==> src/rtl/stream_arb_pkg.sv <==
// Shared types and the round-robin search helper for the stream arbiter.
// Holds the FSM state enum, pick result struct and rr_next().
package stream_arb_pkg;

    typedef enum logic {
        IDLE  = 1'b0,
        GRANT = 1'b1
    } state_t;

    localparam int MAX_PORT = 8;
    localparam int MAX_IDW  = 3;

    typedef struct packed {
        logic                 found;
        logic [MAX_IDW-1:0]   idx;
    } pick_t;

    // First set bit of req in the order start, start+1, ... modulo n.
    function automatic pick_t rr_next(
        input logic [MAX_PORT-1:0] req,
        input logic [MAX_IDW-1:0]  start,
        input int                  n
    );
        pick_t r;
        int    k;
        r = '0;
        for (int i = 0; i < MAX_PORT; i++) begin
            if (!r.found && i < n) begin
                k = (int'(start) + i) % n;
                if (req[k[MAX_IDW-1:0]]) begin
                    r.found = 1'b1;
                    r.idx   = k[MAX_IDW-1:0];
                end
            end
        end
        return r;
    endfunction

endpackage

==> src/rtl/stream_rr_pick.sv <==
// Combinational round-robin picker: first requester from i_start upward.
// Ports: i_req (request vector), i_start (first index searched),
//        o_found (any requester), o_idx (chosen index).
module stream_rr_pick
    import stream_arb_pkg::*;
#(
    parameter int N_PORT = 4,
    parameter int IDW    = 2
) (
    input  logic [N_PORT-1:0] i_req,
    input  logic [IDW-1:0]    i_start,
    output logic              o_found,
    output logic [IDW-1:0]    o_idx
);

    logic [MAX_PORT-1:0] w_req;
    logic [MAX_IDW-1:0]  w_start;
    pick_t               w_pick;

    always_comb begin
        w_req                 = '0;
        w_req[N_PORT-1:0]     = i_req;
        w_start               = '0;
        w_start[IDW-1:0]      = i_start;
        w_pick                = rr_next(w_req, w_start, N_PORT);
    end

    assign o_found = w_pick.found;
    assign o_idx   = w_pick.idx[IDW-1:0];

endmodule

==> src/rtl/stream_rr_arbiter.sv <==
// Round-robin N-to-1 stream arbiter with per-grant burst limit.
// Ports: clk/rst, ivalid/iready/idata (N inputs), otvalid/otready/otdata/otid
//        (merged output + granted port index), busy (grant active).
module stream_rr_arbiter
    import stream_arb_pkg::*;
#(
    parameter  int N_PORT = 4,
    parameter  int DEXP   = 0,
    parameter  int BURST  = 16,
    localparam int DW     = 8 << DEXP,
    localparam int IDW    = (N_PORT > 2) ? $clog2(N_PORT) : 1
) (
    input  logic                 clk,
    input  logic                 rst,
    input  logic [N_PORT-1:0]    ivalid,
    output logic [N_PORT-1:0]    iready,
    input  logic [N_PORT*DW-1:0] idata,
    output logic                 otvalid,
    input  logic                 otready,
    output logic [DW-1:0]        otdata,
    output logic [IDW-1:0]       otid,
    output logic                 busy
);

    localparam logic [IDW-1:0] LAST_IDX = IDW'(N_PORT - 1);
    localparam logic [8:0]     CNT_END  = 9'(BURST - 1);

    state_t         r_state;
    state_t         w_state_nxt;
    logic [IDW-1:0] r_gnt;
    logic [IDW-1:0] w_gnt_nxt;
    logic [IDW-1:0] r_last;
    logic [IDW-1:0] w_last_nxt;
    logic [8:0]     r_cnt;
    logic [8:0]     w_cnt_nxt;

    logic           w_sel_valid;
    logic [DW-1:0]  w_sel_data;
    logic [IDW-1:0] w_base;
    logic [IDW-1:0] w_start;
    logic           w_pick_found;
    logic [IDW-1:0] w_pick_idx;
    logic           w_beat;
    logic           w_release;

    // Granted-port mux; gnt never exceeds N_PORT-1.
    always_comb begin
        w_sel_valid = 1'b0;
        w_sel_data  = '0;
        for (int k = 0; k < N_PORT; k++) begin
            if (IDW'(k) == r_gnt) begin
                w_sel_valid = ivalid[k];
                w_sel_data  = idata[k*DW +: DW];
            end
        end
    end

    // Search starts just past the last owner, so that owner ends up lowest.
    assign w_base  = (r_state == GRANT) ? r_gnt : r_last;
    assign w_start = (w_base == LAST_IDX) ? '0 : w_base + IDW'(1);

    stream_rr_pick #(
        .N_PORT (N_PORT),
        .IDW    (IDW)
    ) u_pick (
        .i_req   (ivalid),
        .i_start (w_start),
        .o_found (w_pick_found),
        .o_idx   (w_pick_idx)
    );

    assign w_beat    = (r_state == GRANT) && w_sel_valid && otready;
    assign w_release = (r_state == GRANT) &&
                       (!w_sel_valid || (w_beat && r_cnt == CNT_END));

    always_comb begin
        w_state_nxt = r_state;
        w_gnt_nxt   = r_gnt;
        w_last_nxt  = r_last;
        w_cnt_nxt   = r_cnt;
        unique case (r_state)
            IDLE: begin
                if (w_pick_found) begin
                    w_state_nxt = GRANT;
                    w_gnt_nxt   = w_pick_idx;
                    w_cnt_nxt   = '0;
                end
            end
            GRANT: begin
                if (w_release) begin
                    w_last_nxt = r_gnt;
                    w_cnt_nxt  = '0;
                    if (w_pick_found) begin
                        w_gnt_nxt = w_pick_idx;
                    end else begin
                        w_state_nxt = IDLE;
                    end
                end else if (w_beat) begin
                    w_cnt_nxt = r_cnt + 9'd1;
                end
            end
        endcase
    end

    // Outputs are gated by rst so nothing is accepted in a reset cycle.
    always_comb begin
        iready  = '0;
        otvalid = 1'b0;
        otdata  = '0;
        otid    = r_last;
        busy    = 1'b0;
        if (rst) begin
            otid = LAST_IDX;
        end else if (r_state == GRANT) begin
            otvalid = w_sel_valid;
            otdata  = w_sel_data;
            otid    = r_gnt;
            busy    = 1'b1;
            for (int k = 0; k < N_PORT; k++) begin
                if (IDW'(k) == r_gnt) begin
                    iready[k] = otready;
                end
            end
        end
    end

    always_ff @(posedge clk) begin
        if (rst) begin
            r_state <= IDLE;
            r_gnt   <= '0;
            r_last  <= LAST_IDX;
            r_cnt   <= '0;
        end else begin
            r_state <= w_state_nxt;
            r_gnt   <= w_gnt_nxt;
            r_last  <= w_last_nxt;
            r_cnt   <= w_cnt_nxt;
        end
    end

endmodule

==> config.mk <==
export PLATFORM = sky130hd
export DESIGN_NAME = stream_rr_arbiter
export DESIGN_NICKNAME = d
export VERILOG_FILES = /design/src/rtl/stream_arb_pkg.sv /design/src/rtl/stream_rr_pick.sv /design/src/rtl/stream_rr_arbiter.sv
export SDC_FILE = /design/constraint.sdc
export NUM_CORES = 1
export LEC_CHECK = 0
export ABC_AREA = 1
export CAP_MARGIN = 20
export CORE_ASPECT_RATIO = 1.2
export CORE_MARGIN = 1.5
export CORE_UTILIZATION = 40
export DETAILED_ROUTE_END_ITERATION = 8
export PLACE_DENSITY_LB_ADDON = 0.05
export SLEW_MARGIN = 5
export SYNTH_ARGS = -nofsm -noshare
export SYNTH_HDL_FRONTEND = slang
export SYNTH_SLANG_ARGS = --single-unit
==> constraint.sdc <==
create_clock -name clk -period 4.3 [get_ports clk]
set_clock_uncertainty 0.1 [all_clocks]
set_input_delay 0.645 -clock clk [delete_from_list [all_inputs] [get_ports clk]]
set_output_delay 0.645 -clock clk [all_outputs]
set_load 0.02 [all_outputs]
### Yosys cells after proc, flatten, opt, wreduce, memory -nomap -nowiden

Cells that the tools add are included.

* $lt $le $gt $ge: 4
* eq/ne operators: 8
* bitwise operators: 4
* multiplexer cells: 48
* add/sub/neg operators: 5
* reduce and logical (&&, ||, !) cells: 12

Operators with widths (number)
* $mux W8: 6
* $mux W4: 9
* $mux W9: 3
* $mux W1: 18
* $pmux W9 S2: 1
* $lt A3 B4 Y1 const B: 3
* $mux W2: 5
* $add A9 B1 Y9 const B: 1
* $bmux W1 S3: 3
* $eq A9 B4 Y1 const B: 1
* $reduce_or A2 Y1: 3
* $add A2 B1 Y2 const B: 2
* $add A2 B2 Y2 const B: 2
* $eq A2 B2 Y1 const A: 2
* $logic_and A1 B1 Y1: 4
* $lt A2 B4 Y1 const B: 1
* $ne A2 B1 Y1 const B: 2
* $pmux W2 S2: 1
* $reduce_and A2 Y1: 2
* $and A1 B1 Y1 const A: 3
* $ne A3 B1 Y1 const B: 1
* $bmux W1 S2: 1
* $eq A1 B2 Y1 const A: 1
* $eq A2 B2 Y1 const B: 1
* 5 further kinds: 5

* logic and storage cells: 85
* register bits after elaboration: 14
* output and inout port bits: 16

### Longest topological paths before layout

* depth after elaboration: 17
* gate-level depth with buffers: 12

### Hierarchy

Synthesis repeated with hierarchy kept, for this count alone.

* cells, all modules: 248
* area total of the unflattened synthesis: 1431.4 µm²

Modules (own cells, without submodules)
* stream_rr_arbiter: cells an instance 201, area each 1196.1 µm², instances 1
* stream_rr_pick: cells an instance 47, area each 235.2 µm², instances 1

### Worst setup path before layout

Ideal clock, no wire load.

* path type: input-to-output
* from: input rst
* to: output iready[0]
* stages: 3
* slack: 1.721 ns
* buffers on the path: 0
* data arrival time: 1.834 ns
* cell sequence: nor2_1 -> nand2_1 -> nor3_1

* longest elaborated chain between the ends: 1

Ends and longest elaborated chain
* from (decl): RTL line stream_rr_arbiter.sv:14 `input logic rst,`
* $mux W4: RTL line stream_rr_arbiter.sv:112 `if (rst) begin`
* to (decl): RTL line stream_rr_arbiter.sv:16 `output logic [N_PORT-1:0] iready,`

Every way passes these cells.

### Worst setup path after layout

Same ends and word-level chain as after synthesis.

==> run_results.csv <==
group,metric,value,unit
clocking,ctsHoldBuffers,0,
cells_and_area,nFillCells,323,
worst_setup_path,critical_path.max_fanout,10,
worst_setup_path,startpoint,"rst",
worst_setup_path,cpMostUsedCell,"clkdlybuf4s50_1",
global_route,grt_pass1_vias,1521,
pwr,ir_worst_vdd,226.9,µV
worst_setup_path,worstSetupPathDepth,5,
routing,post-route-drc-count,0,
logic_synthesis,synth-seq-cells,14,
die,rows,22,
logic_synthesis,syn_nets,281,
clocking,clk_path_buf_depth,2,
place,dp.cells,324,
worst_setup_path,reg2reg_slack,2.23,ns
worst_setup_path,timing.rr.end,"r_cnt[6]$_SDFFE_PP0P_",
place,place_congestion,0.8402,
die,start_util,42.53,%
timing,relSlewSlack,65.53,%
hold_path,hp-start,"r_cnt[8]$_SDFFE_PP0P_",
worst_setup_path,crit_arrival,2.58,ns
clocking,cts_tree,"built",
global_route,top_usage_layer,"met2",
global_route,grt_max_degree,19,
worst_setup_path,timing.rr.start,"r_gnt[1]$_SDFFE_PP0P_",
timing,tns,0,ns
routing,drt-total-wl,3921,µm
global_route,gr-total-overflow,0,
die,fp.dieW,55.27,µm
worst_setup_path,worstPathBufferInverterCount,2,
worst_setup_path,required,3.56,ns
timing,hold_viol,0,
worst_setup_path,critical_path_class,"in -> out",
logic_synthesis,synthAdderAreaFrac,0.9542,%
cells_and_area,final_common_cell,"nand2_1",
routing,drt_iter0_drc,70,
clocking,cts.sinks,14,
global_route,grt_util_met2,40.33,%
clocking,clk_pin_slew,0.09,ns
timing,fin_crit_sh,77.43,%
die,ios,55,
worst_setup_path,worstPathCellList,"clkdlybuf4s50_1 -> nor2_1 -> nand2_1 -> nor3_1 -> clkdlybuf4s50_1",
routing,viasPerCell,5.134,
worst_setup_path,worst_path_largest_cell_delay,0.63,ns
clocking,cts-root-buf,"clkbuf_4",
cells_and_area,final_nets,333,
die,coreArea,0.003083,mm²
routing,route.antenna.remaining_nets,0,
hold_path,hold-path-endpoint,"r_cnt[8]$_SDFFE_PP0P_",
hold_path,worstHoldPathType,"reg -> reg",
global_route,track_usage,22.67,%
clocking,cts_setup_buffers,0,
logic_synthesis,ys_seq_area_share,21.37,%
pwr,powerDensity,303.4,mW/mm²
global_route,antenna_found_initial,0,
clocking,cts_buffers,3,
timing,max_slew.worst_pin.slew,0.5164,ns
logic_synthesis,synth-xor-area-share,1.336,%
global_route,grtUsageMet1,26.37,%
die,die_area,0.003632,mm²
global_route,grt_pass1_wl,6665,µm
worst_setup_path,crit_path_start_kind,"primary input",
timing,slew_violations,0,
worst_setup_path,cpMaxStageDelayCell,"clkdlybuf4s50_1",
logic_synthesis,synth_top_family_by_area,"simple AND/OR/NAND/NOR gates",
cells_and_area,layout_common_cells,"nand2_1, clkdlybuf4s50_1, nor2_1",
place,io_buffers,54,
cells_and_area,final_cells,328,
worst_setup_path,reg2reg_depth,9,
logic_synthesis,synth_cell_types,27,
cells_and_area,layout-drive-gt1-share,4.795,%
logic_synthesis,synth-edff-count,0,
timing,max_clock_freq,0.3003,GHz
routing,vias,1684,
timing,rsz0062_at_grt,"false",
clocking,htreeDepth,1,
logic_synthesis,synth_compound_gate_area_share,18.13,%
pwr,p_leak,0.8593,nW
logic_synthesis,syn_inst,241,
clocking,clk_latency,0.29,ns
logic_synthesis,ys.warnings.count,0,
worst_setup_path,crit_path_end_kind,"output pin",
place,dp_hpwl,3108,µm
global_route,grtUsageMet3,2.756,%
cells_and_area,area_growth_syn_to_layout,44.75,%
routing,dr.pass1.iters,4,
clocking,cts.repair.resized,0,
hold_path,worst_hold_path.num_cells,2,
cells_and_area,diodes,0,
logic_synthesis,synth.area.mux_share,0,%
logic_synthesis,synthSimpleGateAreaFrac,46.95,%
outcome,outcome,"finished clean",
logic_synthesis,syn-cell-area,0.001311,mm²
logic_synthesis,avgSynthCellArea,5.441,µm²
job,drv_cap,0,
logic_synthesis,synth-main-ff-cell,"dfxtp_1",
logic_synthesis,ys_async_sr_fraction,0,%
timing,fin_crit,3.330,ns
worst_setup_path,cpLargestDelayFamily,"buffers and inverters",
routing,wl_per_cell,11.95,µm
die,die_h,65.72,µm
timing,setup_viol,0,
==> how the worst max path moves through the flow <==
stage / slack [ns] / to
finish: 0.97 / iready[0]
floorplan: 1.72 / iready[0]
CTS: 0.95 / iready[0]
global placement: 0.96 / iready[0]
detailed placement: 0.95 / iready[0]
global route: 0.77 / otdata[3]
==> layer usage <==
metal,vias up,wire length [µm]
met5,-,0
met4,0,142
met3,11,172
met2,54,1976
met1,733,1630
li1,886,-
==> synthesized netlist by cell type, types with 4 or more instances <==
master | instances | area, µm²
o21ai_1 | 6 | 30.03
inv_1 | 24 | 90.09
nor3_1 | 4 | 20.02
clkbuf_1 | 4 | 15.01
nand3_1 | 22 | 110.1
inv_2 | 5 | 18.77
a21oi_1 | 12 | 60.06
dfxtp_1 | 14 | 280.3
nand4_1 | 7 | 43.79
nand2_1 | 74 | 277.8
o21ai_0 | 22 | 110.1
nor2_1 | 29 | 108.9
==> cell type report <==
| cell class | count | area (µm²) | area share [%] |
|---|---|---|---|
| clock buffer | 4 | 36.28 | 1.912 |
| multi-input combinational | 190 | 883.3 | 46.54 |
| tap | 36 | 45.04 | 2.373 |
| timing repair buffer | 54 | 540.5 | 28.48 |
| sequential | 14 | 280.3 | 14.77 |
| inverter | 30 | 112.6 | 5.933 |
==> registers in the layout, indices dropped and copies added (netlist names) <==
register	count
r_cnt	9
r_gnt	2
r_last	2
r_state	1
==> worst min-delay path: stages (launching register included) <==
cell and delay [ns]:
dfxtp_1 0.32, nand2_1 0.06, a21oi_1 0.05
==> kinds of logic after synthesis <==
family / count (synthesis)
compound gates: 45
xor+xnor: 2
fa+ha+maj: 1
buf+inv: 37
flops: 14
simple gates: 142
==> power by group <==
part           switching, W  internal, W
Sequential        0.0000308     0.000144
Combinational      0.000177     0.000126
Clock             0.0000463    0.0000516
==> through the flow <==
stage | instance area, µm² | power, W | hold slack, ns | setup WS [ns] | utilization (%)
4_1_cts | 1898 | 0.0005778 | 0.3657 | 0.9487 | 61.57
3_5_place_dp | 1862 | 0.0004822 | 0.3525 | 0.9507 | 60.39
6_report | 1898 | 0.0005758 | 0.3656 | 0.9704 | 61.57
3_3_place_gp | 1862 | 0.0004797 | 0.3523 | 0.9643 | 60.39
5_1_grt | 1898 | 0.0006287 | 0.4291 | 0.7666 | 61.57
2_1_floorplan | 1311 | 0.0003749 | 0.3381 | 1.721 | -
No activity file was read; power rests on OpenSTA's default activity.
